==> src/rtl/vpn_frame_builder.sv <==
// rtl/vpn_frame_builder.sv - store-and-forward packet framer: header, length, payload, optional XOR checksum.
// Checksum word is built only when VPN_FRAME_CHECKSUM_EN is defined.
module vpn_frame_builder #(
    parameter int         MAX_WORDS = 16,
    parameter logic [7:0] SYNC_BYTE = 8'hA5
) (
    input  logic        clk,
    input  logic        rst_n,
    input  logic [15:0] in_data,
    input  logic        in_valid,
    input  logic        in_last,
    output logic        in_ready,
    output logic [15:0] out_data,
    output logic        out_valid,
    input  logic        out_ready,
    output logic        out_sof,
    output logic        out_eof,
    output logic        trunc
);
    localparam int AW = $clog2(MAX_WORDS);
    localparam int CW = AW + 1;
    localparam logic [CW-1:0] MAX_C = CW'(MAX_WORDS);

    typedef enum logic [2:0] {
        IDLE, COLLECT, HDR, LEN, PAY
`ifdef VPN_FRAME_CHECKSUM_EN
        , CSUM
`endif
    } state_t;

    state_t         state_q;
    logic [CW-1:0]  count_q;
    logic [CW-1:0]  rd_q;
    logic [7:0]     seq_q;
    logic [15:0]    out_data_q;
    logic           out_valid_q;
    logic           out_sof_q;
    logic           out_eof_q;
    logic           trunc_q;
    logic           in_ready_q;
    logic [15:0]    mem [MAX_WORDS];
`ifdef VPN_FRAME_CHECKSUM_EN
    logic [15:0]    csum_q;
`endif

    logic          accept;
    logic          xfer;
    logic          closing;
    logic [CW-1:0] count_d;
    logic [AW-1:0] wr_idx;

    always_comb begin
        accept  = in_valid & in_ready_q;
        xfer    = out_valid_q & out_ready;
        count_d = (state_q == IDLE) ? CW'(1) : count_q + 1'b1;
        wr_idx  = (state_q == IDLE) ? '0 : count_q[AW-1:0];
        closing = accept & (in_last | (count_d == MAX_C));
    end

    // Buffer RAM is deliberately not reset; a reset only forgets the count.
    always_ff @(posedge clk) begin
        if (accept) begin
            mem[wr_idx] <= in_data;
        end
    end

    always_ff @(posedge clk) begin
        if (!rst_n) begin
            state_q     <= IDLE;
            count_q     <= '0;
            rd_q        <= '0;
            seq_q       <= '0;
            out_data_q  <= '0;
            out_valid_q <= 1'b0;
            out_sof_q   <= 1'b0;
            out_eof_q   <= 1'b0;
            trunc_q     <= 1'b0;
            in_ready_q  <= 1'b0;
`ifdef VPN_FRAME_CHECKSUM_EN
            csum_q      <= '0;
`endif
        end else begin
            trunc_q <= 1'b0;
            case (state_q)
                IDLE, COLLECT: begin
                    in_ready_q <= ~closing;
                    if (accept) begin
                        count_q <= count_d;
`ifdef VPN_FRAME_CHECKSUM_EN
                        csum_q  <= (state_q == IDLE) ? in_data : (csum_q ^ in_data);
`endif
                        if (closing) begin
                            state_q     <= HDR;
                            out_valid_q <= 1'b1;
                            out_data_q  <= {SYNC_BYTE, seq_q};
                            out_sof_q   <= 1'b1;
                            out_eof_q   <= 1'b0;
                            trunc_q     <= ~in_last;
                        end else begin
                            state_q <= COLLECT;
                        end
                    end
                end
                HDR: if (xfer) begin
                    state_q    <= LEN;
                    out_data_q <= {8'h00, 8'(count_q)};
                    out_sof_q  <= 1'b0;
                end
                LEN: if (xfer) begin
                    state_q    <= PAY;
                    out_data_q <= mem[0];
                    rd_q       <= CW'(1);
`ifndef VPN_FRAME_CHECKSUM_EN
                    out_eof_q  <= (count_q == CW'(1));
`endif
                end
                PAY: if (xfer) begin
                    if (rd_q == count_q) begin
`ifdef VPN_FRAME_CHECKSUM_EN
                        state_q    <= CSUM;
                        out_data_q <= csum_q;
                        out_eof_q  <= 1'b1;
`else
                        state_q     <= IDLE;
                        out_valid_q <= 1'b0;
                        out_data_q  <= '0;
                        out_eof_q   <= 1'b0;
                        in_ready_q  <= 1'b1;
                        seq_q       <= seq_q + 8'd1;
`endif
                    end else begin
                        out_data_q <= mem[rd_q[AW-1:0]];
                        rd_q       <= rd_q + 1'b1;
`ifndef VPN_FRAME_CHECKSUM_EN
                        out_eof_q  <= ((rd_q + 1'b1) == count_q);
`endif
                    end
                end
`ifdef VPN_FRAME_CHECKSUM_EN
                CSUM: if (xfer) begin
                    state_q     <= IDLE;
                    out_valid_q <= 1'b0;
                    out_data_q  <= '0;
                    out_eof_q   <= 1'b0;
                    in_ready_q  <= 1'b1;
                    seq_q       <= seq_q + 8'd1;
                end
`endif
                default: state_q <= IDLE;
            endcase
        end
    end

    assign in_ready  = in_ready_q;
    assign out_data  = out_data_q;
    assign out_valid = out_valid_q;
    assign out_sof   = out_sof_q;
    assign out_eof   = out_eof_q;
    assign trunc     = trunc_q;
endmodule

==> config.mk <==
export PLATFORM = sky130hd
export DESIGN_NAME = vpn_frame_builder
export DESIGN_NICKNAME = d
export VERILOG_FILES = /design/src/rtl/vpn_frame_builder.sv
export SDC_FILE = /design/constraint.sdc
export NUM_CORES = 1
export LEC_CHECK = 0
export CAP_MARGIN = 20
export CORE_MARGIN = 8
export CORE_UTILIZATION = 61
export DETAILED_ROUTE_END_ITERATION = 8
export HOLD_SLACK_MARGIN = 0.15
export PLACE_DENSITY = 0.79
export SETUP_SLACK_MARGIN = 0.15
export SLEW_MARGIN = 20
export SYNTH_ARGS = -nofsm -noshare
export SYNTH_HDL_FRONTEND = slang
export SYNTH_SLANG_ARGS = --single-unit
==> constraint.sdc <==
create_clock -name clk -period 3.2 [get_ports clk]
set_clock_uncertainty 0.15 [all_clocks]
set_input_delay 0.32 -clock clk [delete_from_list [all_inputs] [get_ports clk]]
set_output_delay 0.32 -clock clk [all_outputs]
set_load 0.01 [all_outputs]
==> out/metrics.csv <==
metric,value,unit
status,completed,
Synth Flop Type,edfxtp_1,
Worst-Margin Slew,0.792,ns
WL final,29.5,mm
hpwl dp,18.7,mm
sequential share of the synthesized area,0.691,
Syn Nets,771,
worst vdd ir,532,uV
IO Port Bufs,41,
CTS sink count,302,
"EDFF count, synth",256,
Worst path max stage delay,0.57,ns
Synth Instances,746,
core area,20100,um2
clk root buf,clkbuf_16,
Hold WS,0.291,ns
Pwr Density,573,nW/um2
Critical path buffers and inverters,0,
H-tree depth,1,
Final period util,0.809,
share of layout cells above drive strength 1,0.227,
Initial Util,0.619,
Area Growth Syn to Fin,15.4,%
die area,25200,um2
final period demand of the worst path,2.59,ns
routed via count,7333,
Synth Register Bits,302,
DRT iter0 DRCs,812,
Pre-antenna DRT Iters,5,
"worst slack, placed",0.363,ns
Detail Route Antenna Nets,0,
routability cong.,0.882,
CTS Hold Bufs,0,
worst setup margin,0.611,ns
crit path max fanout,16,
syn avg cell area,16.7,um2
drt wl/cell,26.6,um
"Distinct cells, synth",68,
Hold Fails Final Rpt,0,
first-pass GRT wire length,44.9,mm
residual overflow from global routing,0,
Fin Setup TNS,0,ns
die span in y,159,um
Post-CTS Setup Inserts,0,
crit path cell chain,o311a_1 > or4b_1 > a21oi_4 > or2_1 > a311oi_1,
largest net degree at the start of global routing,47,
antenna cells,0,
gr usage total,0.232,
vias in the first global route,7577,
"commonest cells after routing, fill and taps aside","edfxtp_1 (256), mux4_2 (64), nand2_1 (46), buf_4 (43), dfxtp_1 (42)",
initial antenna violation count,0,
CP top delay family,simple AND/OR/NAND/NOR gates,
post_cts resized,0,
Crit Path Class,register to register,
crit end category,register,
synth warn,0,
Post-DP Area,13400,um2
"most common cell after layout, fill and taps aside",edfxtp_1,
placed cells,1055,
CTS max path bufs,3,
fin nets,841,
Leakage,4.50,nW
asr flop ratio synth,0,
Syn Std Cell Area,12500,um2
Final setup viols,0,
design area,14400,um2
number of remaining DRC errors,0,
Final Max Slew Viols,0,
Std-Cell Rows,52,
Hold Crit Class,input port to register,
Max Cap Viol,0,
Finished Layout Cells,1107,
slew margin rel.,0.468,
CP arrival,2.83,ns
final core utilization,0.715,
Tot Pwr,8.24,mW
fmax,0.386,GHz
vias per cell,6.62,
Clock Latency Late Sink,0.56,ns
Critical Path Slowest Stage Cell,dfxtp_1,
"Reg clk slew, reported paths",0.06,ns
"Req. time, crit path",3.44,ns
RSZ-0062 raised after global routing,no,
crit path launch type,register,
Num CTS Buffers,29,
IO Pins,42,
TritonCTS clock tree,yes,
Die X,159,um
## worst paths after layout
path	start	endpoint	slack, ns	cells past startpoint
max reg2reg	state_q[1]	out_data[3]	0.61	5
min	in_last	trunc	0.29	2
min reg2reg	out_sof	out_sof	0.30	2
max	state_q[1]	out_data[3]	0.61	5
## flip-flops by register name (all words and copies together) (netlist names), named ones only
signal and flops:
out_sof 1, count_q 5, in_ready 1, out_data 16
mem 256, rd_q 5, state_q 3, trunc 1
out_eof 1, out_valid 1, seq_q 8
## layout make-up
| type | count | area [um2] |
|---|---|---|
| sequential | 302 | 8620 |
| fill | 1234 | 5740 |
| multi-input combinational | 390 | 3620 |
| clock buffer | 39 | 793 |
| timing repair buffer | 86 | 773 |
| tap | 270 | 338 |
| clock inverter | 13 | 203 |
| inverter | 7 | 26.3 |
## cells by family (layout without fill, tap and decap cells)
| logic type | count (synthesis) | in the layout | share of synthesized area |
|---|---|---|---|
| compound gates | 120 | 120 | 0.0673 |
| xor+xnor | 9 | 9 | 0.00633 |
| fa+ha+maj | 4 | 4 | 0.00402 |
| buf+inv | 54 | 145 | 0.0210 |
| flops | 302 | 302 | 0.691 |
| mux | 95 | 95 | 0.142 |
| simple gates | 162 | 162 | 0.0678 |
## power breakdown
part	switching, mW	internal, mW
sequential	0.0409	4.30
clock	1.40	2.14
combinational	0.209	0.140
total	1.65	6.58
## cells in the mapped netlist (all sizes together), types with 3 or more instances
cell type / count / area share
nor3: 27 / 0.011
o22ai: 7 / 0.0035
a41o: 3 / 0.0024
a32oi: 3 / 0.0021
ha: 4 / 0.0040
o2111ai: 3 / 0.0021
mux2: 15 / 0.014
o31ai: 3 / 0.0018
mux4: 64 / 0.12
edfxtp: 256 / 0.62
dfxtp: 46 / 0.074
xnor2: 6 / 0.0042
inv: 7 / 0.0021
o21ai: 21 / 0.0084
nand2b: 7 / 0.0035
a211oi: 4 / 0.0024
or3: 11 / 0.0055
a22oi: 7 / 0.0042
mux2i: 16 / 0.013
o211ai: 13 / 0.0078
xor2: 3 / 0.0021
a21oi: 27 / 0.012
buf: 25 / 0.012
clkbuf: 22 / 0.0067
a311oi: 13 / 0.0091
nor2b: 5 / 0.0025
and3: 4 / 0.0021
nand3: 10 / 0.0050
nand2: 46 / 0.014
nand4: 4 / 0.0020
nor2: 29 / 0.010
## layer usage
layer	share of wire	GRT usage
met2	0.50	0.383
met4	0.049	0.109
met1	0.37	0.296
met5	0	0
met3	0.081	0.0393
(Power assumes the default switching activity.)
